--- src/rtl/scale_job_ctrl.sv ---
// scale_job_ctrl
//   Job sequencer and shared-port arbiter for up to NUM_ENG pixel-scaling
//   engines. A mode request starts exactly one engine (one-shot start pulse);
//   only that engine is routed onto the shared image-ROM read port and the
//   frame-buffer RAM write port. On completion the display bank flips so the
//   VGA scan-out always sees a finished frame. Requests arriving while a job
//   is in flight are held (latest wins) and served once the job retires.
//
//   Optional build macro: WRCOUNT_CHECK_EN
//     When defined, a finished job whose write count differs from the
//     expected per-mode count (EXP_CNT0..3) is aborted into ERR instead of
//     swapping banks.
//
// Ports
//   clk, reset       clock, asynchronous active-high reset
//   mode_sel/valid   mode request (one-cycle strobe)
//   eng_start        one-hot start pulse to the selected engine
//   eng_done         per-engine done levels
//   eng_rom_addr     packed engine ROM addresses (slot k at [k*ADDR_W +: ADDR_W])
//   eng_ram_wraddr   packed engine RAM write addresses
//   eng_ram_data     packed engine pixels
//   eng_ram_wren     engine write enables
//   rom_addr         shared ROM address
//   ram_wraddr       shared RAM address, MSB selects the back (write) bank
//   ram_data         shared RAM data
//   ram_wren         shared RAM write enable
//   disp_bank        bank currently scanned by VGA
//   active_mode      mode of the current or last job
//   busy             job in progress
//   frame_done       one-cycle pulse on bank swap
//   error            sticky abort flag, cleared by the next started job
//   wr_count         RAM writes of the current or last job (saturating)
module scale_job_ctrl #(
  parameter int NUM_ENG     = 4,
  parameter int ADDR_W      = 19,
  parameter int DATA_W      = 8,
  parameter int TIMEOUT_CYC = 200000,
  parameter int FLUSH_CYC   = 2,
  parameter int EXP_CNT0    = 76800,
  parameter int EXP_CNT1    = 4800,
  parameter int EXP_CNT2    = 76800,
  parameter int EXP_CNT3    = 4800
) (
  input  logic                        clk,
  input  logic                        reset,
  input  logic [1:0]                  mode_sel,
  input  logic                        mode_valid,
  output logic [NUM_ENG-1:0]          eng_start,
  input  logic [NUM_ENG-1:0]          eng_done,
  input  logic [NUM_ENG*ADDR_W-1:0]   eng_rom_addr,
  input  logic [NUM_ENG*ADDR_W-1:0]   eng_ram_wraddr,
  input  logic [NUM_ENG*DATA_W-1:0]   eng_ram_data,
  input  logic [NUM_ENG-1:0]          eng_ram_wren,
  output logic [ADDR_W-1:0]           rom_addr,
  output logic [ADDR_W:0]             ram_wraddr,
  output logic [DATA_W-1:0]           ram_data,
  output logic                        ram_wren,
  output logic                        disp_bank,
  output logic [1:0]                  active_mode,
  output logic                        busy,
  output logic                        frame_done,
  output logic                        error,
  output logic [ADDR_W:0]             wr_count
);

  localparam int TMR_W = $clog2(TIMEOUT_CYC + 1);

  typedef enum logic [2:0] {IDLE, START, RUN, FLUSH, SWAP, ERR} state_t;

  state_t             state, next_state;
  logic [TMR_W-1:0]   timer;
  logic               pending;
  logic [1:0]         pend_mode;
  logic               port_open;
  logic               sel_done;
  logic               run_timeout;
  logic               flush_last;
  logic               count_ok;
  logic [ADDR_W:0]    wr_next;

  logic [ADDR_W-1:0]  rom_arr [NUM_ENG];
  logic [ADDR_W-1:0]  wa_arr  [NUM_ENG];
  logic [DATA_W-1:0]  dat_arr [NUM_ENG];

  function automatic logic [ADDR_W:0] sat_inc(input logic [ADDR_W:0] v);
    return (&v) ? v : v + 1'b1;
  endfunction

  function automatic logic [ADDR_W:0] exp_cnt(input logic [1:0] m);
    case (m)
      2'd0:    return (ADDR_W+1)'(EXP_CNT0);
      2'd1:    return (ADDR_W+1)'(EXP_CNT1);
      2'd2:    return (ADDR_W+1)'(EXP_CNT2);
      default: return (ADDR_W+1)'(EXP_CNT3);
    endcase
  endfunction

  for (genvar k = 0; k < NUM_ENG; k++) begin : g_unpack
    assign rom_arr[k] = eng_rom_addr[k*ADDR_W +: ADDR_W];
    assign wa_arr[k]  = eng_ram_wraddr[k*ADDR_W +: ADDR_W];
    assign dat_arr[k] = eng_ram_data[k*DATA_W +: DATA_W];
  end

  assign port_open   = (state == RUN) || (state == FLUSH);
  assign sel_done    = eng_done[active_mode];
  assign run_timeout = (timer == TMR_W'(TIMEOUT_CYC - 1));
  assign flush_last  = (timer == TMR_W'(FLUSH_CYC - 1));
  // Count including a write landing in this very cycle, so the final flush
  // write is seen by the completion check.
  assign wr_next     = ram_wren ? sat_inc(wr_count) : wr_count;

`ifdef WRCOUNT_CHECK_EN
  assign count_ok = (wr_next == exp_cnt(active_mode));
`else
  assign count_ok = 1'b1;
`endif

  // State register
  always_ff @(posedge clk or posedge reset) begin
    if (reset) state <= IDLE;
    else       state <= next_state;
  end

  // Next-state logic; engine done wins over timeout in the same cycle
  always_comb begin
    next_state = state;
    case (state)
      IDLE:    if (mode_valid || pending) next_state = START;
      START:   next_state = RUN;
      RUN: begin
        if (sel_done)         next_state = FLUSH;
        else if (run_timeout) next_state = ERR;
      end
      FLUSH:   if (flush_last) next_state = count_ok ? SWAP : ERR;
      SWAP:    next_state = IDLE;
      ERR:     next_state = IDLE;
      default: next_state = IDLE;
    endcase
  end

  // Job bookkeeping: mode latch, pending request, counters, bank and error
  always_ff @(posedge clk or posedge reset) begin
    if (reset) begin
      active_mode <= '0;
      pending     <= 1'b0;
      pend_mode   <= '0;
      error       <= 1'b0;
      disp_bank   <= 1'b0;
      wr_count    <= '0;
      timer       <= '0;
    end else begin
      if (state == IDLE) begin
        if (mode_valid) begin
          active_mode <= mode_sel;
          pending     <= 1'b0;
          error       <= 1'b0;
        end else if (pending) begin
          active_mode <= pend_mode;
          pending     <= 1'b0;
          error       <= 1'b0;
        end
      end else if (mode_valid) begin
        pending   <= 1'b1;
        pend_mode <= mode_sel;
      end

      case (state)
        START: begin
          wr_count <= '0;
          timer    <= '0;
        end
        RUN: begin
          wr_count <= wr_next;
          // timer restarts so it can pace the flush window
          timer    <= (next_state == FLUSH) ? '0 : timer + 1'b1;
        end
        FLUSH: begin
          wr_count <= wr_next;
          timer    <= timer + 1'b1;
        end
        default: ;
      endcase

      if (next_state == ERR) error <= 1'b1;
      if (state == SWAP)     disp_bank <= ~disp_bank;
    end
  end

  // Outputs: shared ports carry only the selected engine while the job owns them
  always_comb begin
    eng_start  = '0;
    rom_addr   = '0;
    ram_wraddr = '0;
    ram_data   = '0;
    ram_wren   = 1'b0;
    busy       = (state != IDLE);
    frame_done = (state == SWAP);
    if (state == START) eng_start[active_mode] = 1'b1;
    if (port_open) begin
      rom_addr   = rom_arr[active_mode];
      ram_wraddr = {~disp_bank, wa_arr[active_mode]};
      ram_data   = dat_arr[active_mode];
      ram_wren   = eng_ram_wren[active_mode];
    end
  end

endmodule
--- config.mk ---
export PLATFORM = sky130hd
export DESIGN_NAME = scale_job_ctrl
export DESIGN_NICKNAME = d
export VERILOG_FILES = /design/src/rtl/scale_job_ctrl.sv
export SDC_FILE = /design/constraint.sdc
export NUM_CORES = 1
export LEC_CHECK = 0
export ABC_AREA = 1
export CORE_MARGIN = 2
export CORE_UTILIZATION = 41
export CTS_BUF_LIST = sky130_fd_sc_hd__clkbuf_16
export CTS_CLUSTER_DIAMETER = 100
export CTS_CLUSTER_SIZE = 24
export DETAILED_ROUTE_END_ITERATION = 8
export PLACE_DENSITY = 0.95
export SYNTH_ARGS = -nofsm -noshare
export SYNTH_HDL_FRONTEND = slang
export SYNTH_SLANG_ARGS = --single-unit
--- constraint.sdc ---
create_clock -name clk -period 3 [get_ports clk]
set_input_delay 0.3 -clock clk [delete_from_list [all_inputs] [get_ports clk]]
set_output_delay 0.3 -clock clk [all_outputs]
set_load 0.05 [all_outputs]
==> results of run 1 <==
==> synth_stat cells (3+ instances only) <==
cell      instances
nand2_1         222
nand3_1          78
nor2_1           57
dfrtp_1          48
inv_1            48
a22oi_1          46
a31oi_1          46
clkbuf_1         21
o21ai_0          21
nor3_1           16
a21oi_1          14
buf_2            11
nand4_1          11
buf_1             8
xor2_1            8
nor2_2            5
o21ai_1           5
xnor2_1           5
inv_2             4
ha_1              3
==> worst paths after layout <==
| path | startpoint | endpoint | slack (ps) | cells past startpoint |
|---|---|---|---|---|
| max reg2reg | active_mode[1] | wr_count[6] | 610 | 12 |
| min | reset | wr_count[7] | 350 | 2 |
| max in group asynchronous | reset | active_mode[0] | 2040 | 3 |
| min reg2reg | disp_bank | disp_bank | 530 | 1 |
| min in group clk | disp_bank | disp_bank | 530 | 1 |
| max | active_mode[1] | ram_data[2] | 350 | 6 |
==> registers in the layout, summed over array words and instances (netlist names) <==
| register | cells |
|---|---|
| error | 1 |
| pending | 1 |
| wr_count | 20 |
| timer | 18 |
| pend_mode | 2 |
| active_mode | 2 |
| state | 3 |
| disp_bank | 1 |
==> per-stage QoR <==
stage / utilization [%] / cells / instance area, sq um
detailed placement: 75.0 / 1077 / 7710
CTS: 76.4 / 1085 / 7850
finish: 76.4 / 1085 / 7850
floorplan: - / 698 / 4330
global placement: 75.0 / 1077 / 7710
global route: 76.4 / 1085 / 7850
==> metal layers <==
layer | vias to the layer above | global-route usage (%) | routed length, microns
met5 | - | 0 | 0
met4 | 0 | 23.8 | 1500
met3 | 79 | 4.56 | 1650
met2 | 425 | 59.2 | 9950
met1 | 2825 | 42.1 | 7350
li1 | 2883 | - | -
==> layout make-up <==
cell class / instances / area, sq um / share of cell area, %
flip-flops and latches: 48 / 1200 / 15.3
well taps: 136 / 170 / 2.17
repair buffers: 286 / 3380 / 43.1
clock inverters: 3 / 12.5 / 0.159
clock buffers: 5 / 125 / 1.59
inverters: 53 / 199 / 2.53
multi-input cells: 554 / 2760 / 35.1
==> worst register-to-register path, cell delays in order, from the launching register on <==
cell and delay (ps):
dfrtp_2 530, inv_2 180, nand2_2 70, inv_2 80, buf_12 210, nand2_1 120
nand2_1 110, nor2_1 70, nor2_2 210, nand2_1 100, nand2_1 380, nand2_1 120
o21ai_1 120
==> kinds of logic after synthesis <==
logic type | after synthesis
AOI/OAI and AO/OA | 138
xor gates and xnor gates | 13
adders and majority gates | 3
buffers and inverters | 96
DFF | 48
and+or+nand+nor | 400
==> power by group <==
| group | internal, uW | total (uW) | switching, uW |
|---|---|---|---|
| clock | 302 | 537 | 235 |
| combinational | 2690 | 6910 | 4220 |
| sequential | 745 | 944 | 198 |
| total | 3740 | 8390 | 4650 |
==> summary.md, run 1 <==
| Metric | Value |
|---|---|
| Post-CTS sizing | `0` |
| Most common cell after layout, fill and taps aside | `clkdlybuf4s50_1` |
| Clock Latency Late Sink | `290 ps` |
| Max VDD drop | `1110 uV` |
| Via count | `6212` |
| Min-delay worst type | `primary input to asynchronous set/reset pin` |
| Yosys reg bits | `48` |
| Crit-path cells | `inv_2, nor2_4, buf_12, nand2_1, a31oi_1, buf_12` |
| Vias in the first global route | `5916` |
| Post-synth EDFFs | `0` |
| Final WS setup | `between 300 and 400 ps` |
| Xor/xnor share of the synthesized area | `under 10%` |
| Antenna Nets Post-Route | `0` |
| Initial core utilization | `between 40% and 50%` |
| DIE AREA | `0.0114 sq mm` |
| First-pass detailed-route iteration total | `6` |
| Worst Path Max Fanout | `36` |
| DRT Wirelength | `just over 20000 microns` |
| Area growth, synth to finish | `81.1%` |
| Max-Cap Viols | `0` |
| Ys flop type | `dfrtp_1` |
| Port Buf Inserts | `274` |
| Hold_ws | `353 ps` |
| Setup WS pre-CTS | `680 ps` |
| DR vias/cell | `roughly 5.7` |
| Post-synth top area share | `27.7%` |
| Final hold vios | `0` |
| # fillers | `698` |
| Complex-gate fraction of the synthesized area | `20.3%` |
| Die Ht | `107 microns` |
| CTS tree | `done` |
| Slew @ Worst Pin | `between 600 and 700 ps` |
| Grt total ovfl | `0` |
| H-tree levels | `2` |
| Wire length per cell | `18.8 microns` |
| Pin count of the biggest net entering global routing | `49` |
| First-pass GRT wire length | `31000 microns` |
| Ys async rst share | `100%` |
| CTS root buffer | `clkbuf_16` |
| Post-synthesis sequential area ratio | `around 28%` |
| Adder-cell share of the synthesized area | `0.866%` |
| # diodes | `0` |
| Largest family of logic cells by synthesized area | `simple AND/OR/NAND/NOR gates` |
| Max clock buf depth | `2` |
| Detailed Place HPWL | `around 17000 microns` |
| Post-synthesis cell count | `698` |
| GP Congestion | `1.02` |
| Critical Path RT | `2700 ps` |
| Cell Area, Synth | `0.00433 sq mm` |
| Ys Warns | `0` |
| Clock slew at reported path FFs | `60 ps` |
| Max-slew violation count | `0` |
| Slowest stage cell on the critical path | `dfrtp_2` |
| RSZ-0062 raised after global routing | `false` |
| Leakage power | `0.00321 uW` |
| Hold_buf cts | `0` |
| Largest cells by area after synthesis | `dfrtp_1 28%, nand2_1 19%, nand3_1 9.0%` |
| Simple-Gate Fraction of Synth Area | `39.5%` |
| Commonest non-fill, non-tap cells in the layout | `223 x clkdlybuf4s50_1, 222 x nand2_1, 78 x nand3_1` |
| Final period utilization | `around nine tenths` |
| Critical path launch point type | `flop` |
| Overall power | `8390 uW` |
| Worst Setup End Kind | `output pin` |
| Mapped Avg Cell Area | `6.21 sq um` |
| CTS sink cnt | `48` |
| Worst path max stage delay | `560 ps` |
| Row count | `37` |
| Number of top-level pins | `275` |
| Post-synthesis mux area share | `0%` |
| Pwr Density | `between 1000 and 1500 mW/mm^2` |
| CTS Buf Count | `5` |
| Max Freq | `0.378 GHz` |
| Final #Nets | `1148` |
| Number of DRC markers in iteration 0 | `603` |
| Initial antenna violation count | `0` |
| Crit path kind | `flop to output pin` |
| Core ar. | `between 0.01 and 0.015 sq mm` |
| Critical path buffers and inverters | `3` |
| Clock Skew | `7.20 ps` |
| Outcome | `finished clean` |
| Die width | `107 microns` |
| Setup violators final | `0` |
| Post-synth top area cell | `dfrtp_1` |
| Worst rel slew slack | `between 50% and 60%` |
| Synth Net Count | `roughly 900` |
| Synth cell types | `36` |
| Most used cell along the critical path | `buf_12` |
| Fin Setup TNS | `0 ps` |
| CP Data Arrival Time | `2350 ps` |
| Fin crit period | `2650 ps` |
| DRC Markers | `0` |
| Layout cells sized above 1 | `9.38%` |
| Setup Buffers After CTS | `0` |
| Overall Global Routing Usage | `a little over a third` |
| Top cell family by delay on the critical path | `buffers and inverters` |
Note: power is estimated with default switching activity, not from simulation.
==> run 2: changes to the inputs <==
CORE_ASPECT_RATIO = 0.75   (was default)
==> run 2 against run 1 <==
Non-clock buffer count decreased by 1. Clock skew increased by 1.1 ps. Die area about the same. Largest power group unchanged. Highest routed layer unchanged.
==> summary.md, run 2 (same netlist as run 1, synthesis figures left out) <==
| Metric | Value |
|---|---|
| CTS root buffer | `clkbuf_16` |
| Max Freq | `0.403 GHz (+6.7%)` |
| DIE AREA | `0.0114 sq mm (about the same)` |
| Critical path depth | `5 (-1)` |
| Critical Path RT | `2700 ps (about the same)` |
| Reg2Reg Depth | `8 (-4)` |
| Number of top-level pins | `275 (unchanged)` |
| Slowest stage cell on the critical path | `dfrtp_2` |
| Worst setup path start | `active_mode[0]` |
| DR vias/cell | `5.64 (-1.5%)` |
| Top cell family by delay on the critical path | `simple AND/OR/NAND/NOR gates` |
| Detailed Place HPWL | `15400 microns (-8.3%)` |
| Placed Cells | `1076 (-0.093%)` |
| Commonest non-fill, non-tap cells in the layout | `223 x clkdlybuf4s50_1, 222 x nand2_1, 78 x nand3_1` |
| Worst r2r src | `wr_count[0]` |
| Max-slew violation count | `0 (unchanged)` |
| H-tree levels | `2 (unchanged)` |
| Worst path max stage delay | `480 ps (-80 ps)` |
| Max clock buf depth | `2 (unchanged)` |
| GP Congestion | `1.07 (+5.0%)` |
| Overall Global Routing Usage | `32.5% (-2.8 points)` |
| Worst Path Max Fanout | `24 (-33%)` |
| Max FFs per register | `20 (unchanged)` |
| Fin Setup TNS | `0 ps (unchanged)` |
| CTS tree | `done` |
| DRC Markers | `0 (unchanged)` |
| Final period utilization | `82.7% (-5.5 points)` |
| Pwr Density | `1050 mW/mm^2 (-1.8%)` |
| Vias in the first global route | `5732 (-3.1%)` |
| Initial core utilization | `42.1% (-0.051 points)` |
| Clock Skew | `8.28 ps (+1.08 ps)` |
| Most common cell after layout, fill and taps aside | `clkdlybuf4s50_1` |
| Worst setup path end | `ram_data[5]` |
| First-pass GRT wire length | `29300 microns (-5.6%)` |
| Number of DRC markers in iteration 0 | `664 (+10%)` |
| Via count | `6113 (-1.6%)` |
| Core ar. | `0.0103 sq mm (+0.12%)` |
| Clock Latency Late Sink | `290 ps (about the same)` |
| Setup violators final | `0 (unchanged)` |
| Die width | `123 microns (+15%)` |
| Final #Nets | `1147 (-0.087%)` |
| Worst R2R Setup Slack | `780 ps (+170 ps)` |
| First-pass detailed-route iteration total | `6 (unchanged)` |
| Slew @ Worst Pin | `774 ps (+150 ps)` |
| CP Data Arrival Time | `2180 ps (-170 ps)` |
| DRT Wirelength | `19400 microns (-5.3%)` |
| # fillers | `696 (-0.29%)` |
| Post-route insts no fill | `1084 (-0.092%)` |
| Post-CTS sizing | `0 (unchanged)` |
| Min-delay worst type | `primary input to asynchronous set/reset pin` |
| Pin count of the biggest net entering global routing | `49 (unchanged)` |
| CTS Buf Count | `5 (unchanged)` |
| Top flop regs | `wr_count x20, timer x18, state x3` |
| Worst rel slew slack | `48.1% (-10 points)` |
| # diodes | `0 (unchanged)` |
| Initial antenna violation count | `0 (unchanged)` |
| Max VDD drop | `644 uV (-42%)` |
| Crit-path cells | `nor2_4, buf_4, nand2_1, a31oi_1, buf_12` |
| Die Ht | `93.0 microns (-13%)` |
| Fin crit period | `2480 ps (-166 ps)` |
| Wire length per cell | `17.9 microns (-5.2%)` |
| Clock slew at reported path FFs | `70 ps (about the same)` |
| Layout cells sized above 1 | `9.28% (-0.096 points)` |
| Crit path kind | `flop to output pin` |
| Max-Cap Viols | `0 (unchanged)` |
| Final hold vios | `0 (unchanged)` |
| Row count | `32 (-14%)` |
| Area growth, synth to finish | `80.5%` |
| Biggest register | `wr_count` |
| Hold_buf cts | `0 (unchanged)` |
| Grt total ovfl | `0 (unchanged)` |
| Critical path launch point type | `flop` |
| Setup Buffers After CTS | `0 (unchanged)` |
| Antenna Nets Post-Route | `0 (unchanged)` |
| Critical path buffers and inverters | `2 (-1)` |
| Worst Setup End Kind | `output pin` |
| Outcome | `finished clean` |
| CTS sink cnt | `48 (unchanged)` |
| Port Buf Inserts | `274 (unchanged)` |
| Crit Reg-Reg Endpoint | `wr_count[17]` |
| Leakage power | `0.00319 uW (-0.58%)` |
| RSZ-0062 raised after global routing | `false` |
run 2: cell types whose count changed in the layout (fill, tap and decap cells not counted), sizes merged:
cell	before	now
inv	54	52
buf	63	62
clkinv	2	4
run 2: area by class of cell:
| cell class | instances | area, sq um | share of cell area (%) |
|---|---|---|---|
| repair buffers | 285 | 3350 | 42.8 |
| clock buffers | 5 | 125 | 1.60 |
| flip-flops and latches | 48 | 1200 | 15.4 |
| well taps | 136 | 170 | 2.18 |
| multi-input cells | 554 | 2760 | 35.3 |
| inverters | 53 | 199 | 2.54 |
| clock inverters | 3 | 17.5 | 0.224 |
run 2: through the flow:
| step | utilization, % | hold WS (ps) | power [uW] | setup WS [ps] | instance area, sq um |
|---|---|---|---|---|---|
| 2_1_floorplan | - | 454 | 4590 | 339 | 4330 |
| 3_3_place_gp | 74.6 | 474 | 7540 | 860 | 7680 |
| 3_5_place_dp | 74.6 | 482 | 7610 | 838 | 7680 |
| 4_1_cts | 76.0 | 370 | 8180 | 526 | 7820 |
| 5_1_grt | 76.0 | 416 | 8580 | 409 | 7820 |
| 6_report | 76.0 | 353 | 8210 | 519 | 7820 |
run 2: routing by layer:
| layer | GRT usage (%) | part of all wire [%] |
|---|---|---|
| met3 | 10.1 | 12 |
| met2 | 53.1 | 47 |
| met5 | 0 | 0 |
| met1 | 39.4 | 36 |
| met4 | 14.3 | 4.6 |
run 2: where the power goes:
group	internal, uW	total (uW)	switching, uW
clock network	308	557	249
logic	2650	6760	4110
registers	746	886	140
total	3710	8210	4500
run 2: how the worst min path moves through the flow:
stage / to / cells after the start
final: wr_count[19] / 2
after global placement: pend_mode[1] / 2
after CTS: wr_count[15] / 2
after detailed placement: pend_mode[0] / 2
after global routing: wr_count[15] / 2
after floorplan: pend_mode[0] / 2
